==> src/rtl/conv_add_tree_acc_if.sv <==
// rtl/conv_add_tree_acc_if.sv - beat input and result output bundle for conv_add_tree_acc
interface conv_add_tree_acc_if #(
    parameter int N_IN   = 11,
    parameter int DATA_W = 32,
    parameter int ACC_W  = 32
) ();
    logic                   en;
    logic                   clr;
    logic                   in_valid;
    logic [N_IN*DATA_W-1:0] in_data;
    logic [DATA_W-1:0]      in_bias;
    logic                   out_valid;
    logic [ACC_W-1:0]       out_data;
    logic                   out_ovf;

    modport master (
        output en, clr, in_valid, in_data, in_bias,
        input  out_valid, out_data, out_ovf
    );

    modport slave (
        input  en, clr, in_valid, in_data, in_bias,
        output out_valid, out_data, out_ovf
    );
endinterface

==> src/rtl/conv_add_tree_acc.sv <==
// rtl/conv_add_tree_acc.sv - pipelined signed adder tree with bias and channel accumulation
// Optional saturation of stage 2/3 adders: define CONV_ADD_TREE_SAT_EN.
module conv_add_tree_acc #(
    parameter int N_IN     = 11,
    parameter int DATA_W   = 32,
    parameter int GROUP    = 6,
    parameter int ACC_W    = 32,
    parameter int CHANNELS = 1
) (
    input  logic               clk,
    input  logic               rst_b,
    conv_add_tree_acc_if.slave bus
);
    localparam int G     = (N_IN + GROUP) / GROUP;
    localparam int SLOTS = G * GROUP;
    localparam int S2_W  = ACC_W + $clog2(G) + 1;
    localparam int S3_W  = ACC_W + 1;
    localparam int CW    = (CHANNELS > 1) ? $clog2(CHANNELS) : 1;
    localparam logic [CW-1:0] LAST_CH = CW'(CHANNELS - 1);

`ifdef CONV_ADD_TREE_SAT_EN
    localparam bit SAT = 1'b1;
`else
    localparam bit SAT = 1'b0;
`endif

    typedef logic signed [ACC_W-1:0] acc_t;

    localparam acc_t ACC_MAX = {1'b0, {(ACC_W-1){1'b1}}};
    localparam acc_t ACC_MIN = {1'b1, {(ACC_W-1){1'b0}}};

    function automatic acc_t fit(input logic ovf, input logic neg, input acc_t wrapped);
        if (SAT && ovf)
            return neg ? ACC_MIN : ACC_MAX;
        return wrapped;
    endfunction

    logic [CW-1:0] in_cnt;
    logic [CW-1:0] ch_cnt;
    acc_t          elem [SLOTS];
    acc_t          grp_sum [G];
    acc_t          s1 [G];
    logic          v1;
    acc_t          s2;
    logic          v2;
    logic          ovf2;
    acc_t          acc;
    logic          ovf_sticky;
    logic          out_pend;
    acc_t          out_data_r;
    logic          out_ovf_r;

    // Bias rides in the slot right after the last product, only on channel beat 0.
    always_comb begin
        for (int i = 0; i < SLOTS; i++)
            elem[i] = '0;
        for (int i = 0; i < N_IN; i++)
            elem[i] = acc_t'(signed'(bus.in_data[(N_IN-i)*DATA_W-1 -: DATA_W]));
        if (in_cnt == '0)
            elem[N_IN] = acc_t'(signed'(bus.in_bias));
    end

    always_comb begin
        for (int g = 0; g < G; g++) begin
            grp_sum[g] = '0;
            for (int k = 0; k < GROUP; k++)
                grp_sum[g] = grp_sum[g] + elem[g*GROUP + k];
        end
    end

    logic signed [S2_W-1:0] sum2_w;
    logic                   ovf2_c;
    acc_t                   s2_next;

    always_comb begin
        sum2_w = '0;
        for (int g = 0; g < G; g++)
            sum2_w = sum2_w + S2_W'(s1[g]);
    end

    assign ovf2_c  = !((&sum2_w[S2_W-1:ACC_W-1]) || !(|sum2_w[S2_W-1:ACC_W-1]));
    assign s2_next = fit(ovf2_c, sum2_w[S2_W-1], sum2_w[ACC_W-1:0]);

    logic signed [S3_W-1:0] sum3_w;
    logic                   ovf3_c;
    logic                   first_ch;
    logic                   last_ch;
    acc_t                   acc_next;
    logic                   ovf_next;

    assign sum3_w   = S3_W'(acc) + S3_W'(s2);
    assign ovf3_c   = sum3_w[S3_W-1] ^ sum3_w[ACC_W-1];
    assign first_ch = (ch_cnt == '0);
    assign last_ch  = (ch_cnt == LAST_CH);
    assign acc_next = first_ch ? s2 : fit(ovf3_c, sum3_w[S3_W-1], sum3_w[ACC_W-1:0]);
    assign ovf_next = first_ch ? ovf2 : (ovf_sticky | ovf2 | ovf3_c);

    always_ff @(posedge clk or negedge rst_b) begin
        if (!rst_b) begin
            for (int g = 0; g < G; g++)
                s1[g] <= '0;
            v1         <= 1'b0;
            s2         <= '0;
            v2         <= 1'b0;
            ovf2       <= 1'b0;
            in_cnt     <= '0;
            ch_cnt     <= '0;
            acc        <= '0;
            ovf_sticky <= 1'b0;
            out_pend   <= 1'b0;
            out_data_r <= '0;
            out_ovf_r  <= 1'b0;
        end else if (bus.en) begin
            if (bus.clr) begin
                v1         <= 1'b0;
                v2         <= 1'b0;
                in_cnt     <= '0;
                ch_cnt     <= '0;
                ovf_sticky <= 1'b0;
                out_pend   <= 1'b0;
            end else begin
                v1 <= bus.in_valid;
                if (bus.in_valid) begin
                    s1     <= grp_sum;
                    in_cnt <= (in_cnt == LAST_CH) ? '0 : in_cnt + CW'(1);
                end
                v2 <= v1;
                if (v1) begin
                    s2   <= s2_next;
                    ovf2 <= ovf2_c;
                end
                out_pend <= v2 && last_ch;
                if (v2) begin
                    acc        <= acc_next;
                    ovf_sticky <= ovf_next;
                    ch_cnt     <= last_ch ? '0 : ch_cnt + CW'(1);
                    if (last_ch) begin
                        out_data_r <= acc_next;
                        out_ovf_r  <= ovf_next;
                    end
                end
            end
        end
    end

    // A finished result waits in out_pend through a stall and is shown once en returns.
    assign bus.out_valid = out_pend & bus.en;
    assign bus.out_data  = out_data_r;
    assign bus.out_ovf   = out_ovf_r;
endmodule

==> src/flat_wrapper.sv <==
// flat-port wrapper written by rule: the top's interface ports become plain ports
module conv_add_tree_acc_flat 
#(
    parameter int N_IN     = 11,
    parameter int DATA_W   = 32,
    parameter int GROUP    = 6,
    parameter int ACC_W    = 32,
    parameter int CHANNELS = 1
)
  (clk, rst_b, bus_en, bus_clr, bus_in_valid, bus_in_data, bus_in_bias, bus_out_valid, bus_out_data, bus_out_ovf);
  conv_add_tree_acc_if #(.N_IN(N_IN), .DATA_W(DATA_W), .ACC_W(ACC_W)) bus_i ();
  input  logic clk;
  input  logic rst_b;
  input wire logic [$bits(bus_i.en)-1:0] bus_en;
  input wire logic [$bits(bus_i.clr)-1:0] bus_clr;
  input wire logic [$bits(bus_i.in_valid)-1:0] bus_in_valid;
  input wire logic [$bits(bus_i.in_data)-1:0] bus_in_data;
  input wire logic [$bits(bus_i.in_bias)-1:0] bus_in_bias;
  output wire logic [$bits(bus_i.out_valid)-1:0] bus_out_valid;
  output wire logic [$bits(bus_i.out_data)-1:0] bus_out_data;
  output wire logic [$bits(bus_i.out_ovf)-1:0] bus_out_ovf;
  assign bus_i.en = bus_en;
  assign bus_i.clr = bus_clr;
  assign bus_i.in_valid = bus_in_valid;
  assign bus_i.in_data = bus_in_data;
  assign bus_i.in_bias = bus_in_bias;
  assign bus_out_valid = bus_i.out_valid;
  assign bus_out_data = bus_i.out_data;
  assign bus_out_ovf = bus_i.out_ovf;
  conv_add_tree_acc #(.N_IN(N_IN), .DATA_W(DATA_W), .GROUP(GROUP), .ACC_W(ACC_W), .CHANNELS(CHANNELS)) u_core (.clk(clk), .rst_b(rst_b), .bus(bus_i));
endmodule
==> config.mk <==
export PLATFORM = sky130hd
export DESIGN_NAME = conv_add_tree_acc_flat
export DESIGN_NICKNAME = d
export VERILOG_FILES = /design/src/rtl/conv_add_tree_acc_if.sv /design/src/rtl/conv_add_tree_acc.sv /design/src/flat_wrapper.sv
export SDC_FILE = /design/constraint.sdc
export NUM_CORES = 1
export LEC_CHECK = 0
export ABC_AREA = 1
export CORE_ASPECT_RATIO = 1.4
export CORE_MARGIN = 3
export CORE_UTILIZATION = 57
export DETAILED_ROUTE_END_ITERATION = 8
export PLACE_DENSITY = 0.95
export SYNTH_ARGS = -nofsm -noshare
export SYNTH_HDL_FRONTEND = slang
export SYNTH_SLANG_ARGS = --single-unit
==> constraint.sdc <==
create_clock -name clk -period 3.8 [get_ports clk]
set_clock_uncertainty 0.1 [all_clocks]
set_input_delay 0.38 -clock clk [delete_from_list [all_inputs] [get_ports clk]]
set_output_delay 0.38 -clock clk [all_outputs]
set_load 0.02 [all_outputs]
==> out/metrics.csv <==
stage,metric,value,unit
floorplan,start_util,57.9,%
synthesis,synth_cell_types,35,
synthesis,yosysWarnings,0,
setup_path,cp.arrival,4170,ps
timing,relSlewSlack,33.9,%
drt,drt-initial-drc-count,1653,
timing,setup_viol,12,
cells_and_area,drive_above_1_share,14.6,%
placement,portBuffers,422,
global_routing,antenna_found_initial,1,
timing,rsz0062_at_grt,true,
clock_tree,h-tree-depth,4,
run_status,status,finished with violations,
clock_tree,cts-root-buf,clkbuf_16,
run,maxCapViolCount,0,
timing,drv_slew,0,
synthesis,yosysTopAreaCell,fa_1,
drt,routedWlPerCell,18.6,um
pwr,power_density,835,nW/um2
setup_path,path_class,input pin to flop,
setup_path,cp-end-kind,flop,
synthesis,synth_ff_type,dfrtp_1,
synthesis,yosysSeqAreaShare,17.7,%
clock_tree,cts_tree,yes,
timing,worst_pin_slew,991,ps
synthesis,yosysMostFrequentCell,inv_1,
global_routing,track_usage,35.7,%
placement,pre_cts_ws,-612,ps
floorplan,die_h,221,um
global_routing,first_global_vias,20700,
drt,detail-route-antenna-nets,0,
run_status,violations,negative setup slack,
global_routing,grt_first_pass_wirelength,101000,um
synthesis,synth_top_area_share,26.3,%
drt,routed_wl,69500,um
floorplan,die_w,160,um
clock_tree,worstSkewPairLatency,440,ps
synthesis,synth-seq-cells,133,
clock_tree,cts_max_path_buffers,2,
global_routing,grt-ovfl-total,0,
timing,finalCritPeriodShare,106,%
synthesis,netlist_area,18800,um2
floorplan,ios,423,
synthesis,synth_fp_nets,3422,
drt,num_vias,19800,
floorplan,design.core.area,32500,um2
setup_path,critical_path.max_fanout,2,
pwr,power,22.3,mW
setup_path,critPathLaunchType,input pin,
synthesis,synth_area_per_cell,6.98,um2
drt,dr.pass1.iters,8,
placement,hpwl,53800,um
setup_path,crit_required,3950,ps
synthesis,async_flop_share,100,%
timing,fin_crit,4020,ps
floorplan,std_cell_rows,78,
synthesis,synthTopCellsByArea,"fa_1 26%, dfrtp_1 18%, inv_1 17%",
placement,gp_congestion,0.954,
pwr,power_leakage,14.8,nW
clock_tree,cts.sinks,133,
synthesis,syn_inst,2694,
cells_and_area,nets,3999,
floorplan,die_area,35300,um2
global_routing,grt_max_degree,92,
timing,worst_slack,-216,ps
synthesis,synth_edf_count,0,
clock_tree,cts.clk_slew.worst_paths,70,ps
pwr,ir_worst_vdd,0.516,mV
drt,drc_errors,0,
clock_tree,cts_buffers,17,
timing,fmax,249,MHz
hold_path,hp-class,flop to flop,
timing,hold_viol_final,0,
synthesis,yosys-top-cells-count,"876 x inv_1, 727 x nand2_1, 247 x fa_1, 138 x nand3_1, 133 x dfrtp_1",
cells_and_area,syn2layout_area_growth,42.1,%
drt,post_drt_via_cell_ratio,5.31,
[logic make-up after synthesis]
family,share of synthesized area [%]
simple gates,23.8
buf+inv,18.1
fa+ha+maj,32.4
compound gates,5.15
flops,17.7
xor+xnor,1.63
mux,1.20
[critical path, stage by stage]
cell	delay, ps
clkdlybuf4s50_1	500
inv_1	70
fa_1	510
fa_1	470
fa_1	480
inv_2	80
ha_4	140
inv_2	80
fa_2	460
buf_4	160
xor2_1	140
o21ai_0	670
[final cells by class]
cell class              count  area [um2]
repair buffers            584        5480
fillers                  1943        5760
clock buffers              17         425
multi-input cells        1658       13500
flip-flops and latches    133        3330
diodes                      1        2.50
inverters                 877        3290
clock inverters            15         164
well taps                 440         551
[per-stage QoR]
step / cell area, um2 / cells / TNS, ps / util [%] / hold slack [ps]
2_1_floorplan: 18800 / 2694 / 0 / - / -15.6
3_3_place_gp: 24600 / 3682 / -18770 / 75.8 / 360
3_5_place_dp: 24600 / 3682 / -23340 / 75.8 / 363
4_1_cts: 25500 / 3715 / 0 / 78.4 / 380
5_1_grt: 26700 / 3724 / -3580 / 82.3 / 404
6_report: 26700 / 3725 / -625 / 82.3 / 376
[worst paths after layout]
check | startpoint | to | slack [ps] | cells after the start
worst max register to register | u_core.s1[32]$_DFFE_PN0P_ | u_core.s2[30]$_DFFE_PN0P_ | 1100 | 15
max in group asynchronous | rst_b | u_core.s1[39]$_DFFE_PN0P_ | 2260 | 3
worst max-delay path | bus_in_bias[1] | u_core.s1[4]$_DFFE_PN0P_ | -220 | 12
min in group asynchronous | rst_b | u_core.s2[6]$_DFFE_PN0P_ | 470 | 2
worst min register to register | u_core.s2[17]$_DFFE_PN0P_ | u_core.s2[17]$_DFFE_PN0P_ | 380 | 2
worst min-delay path | u_core.s2[17]$_DFFE_PN0P_ | u_core.s2[17]$_DFFE_PN0P_ | 380 | 2
[cell usage in the layout (no fill, tap or decap), types with 50 or more instances in the layout]
cell             instances
nor2_1                  93
fa_1                   245
nand3_1                114
nand2_1                667
nand2_2                 50
a21oi_1                 56
buf_4                  159
dfrtp_1                133
o21ai_0                 64
clkdlybuf4s50_1        413
inv_1                  850
[sequential cells by signal (all words and copies together) (netlist names)]
name,count
u_core.s1,64
u_core.bus.out_data,32
u_core.s2,32
u_core.bus.out_ovf,1
u_core.out_pend,1
u_core.ovf2,1
u_core.v1,1
u_core.v2,1
[metal layers]
metal	vias to the layer above	GRT usage, %	routed length, um
met2	1205	68.0	36500
met4	0	24.0	6680
li1	8927	-	-
met3	447	4.38	4470
met5	-	0	0
met1	9206	35.8	21800
[power breakdown]
part           leakage, nW  internal (mW)  switching (mW)  total (mW)
logic                 12.8           7.69            10.4        18.1
registers             1.67           2.05           0.534        2.59
clock network        0.286          0.934           0.760        1.69
[repair_timing]
item	in CTS	in global routing
gates resized for setup	46	276
cloned	0	0
buffers inserted	0	9
pin swaps	1	72
hold buffers	1	0
endpoints found under the hold margin	62	0
setup endpoints to repair	31	51
Power figures use the tool's default switching activity.
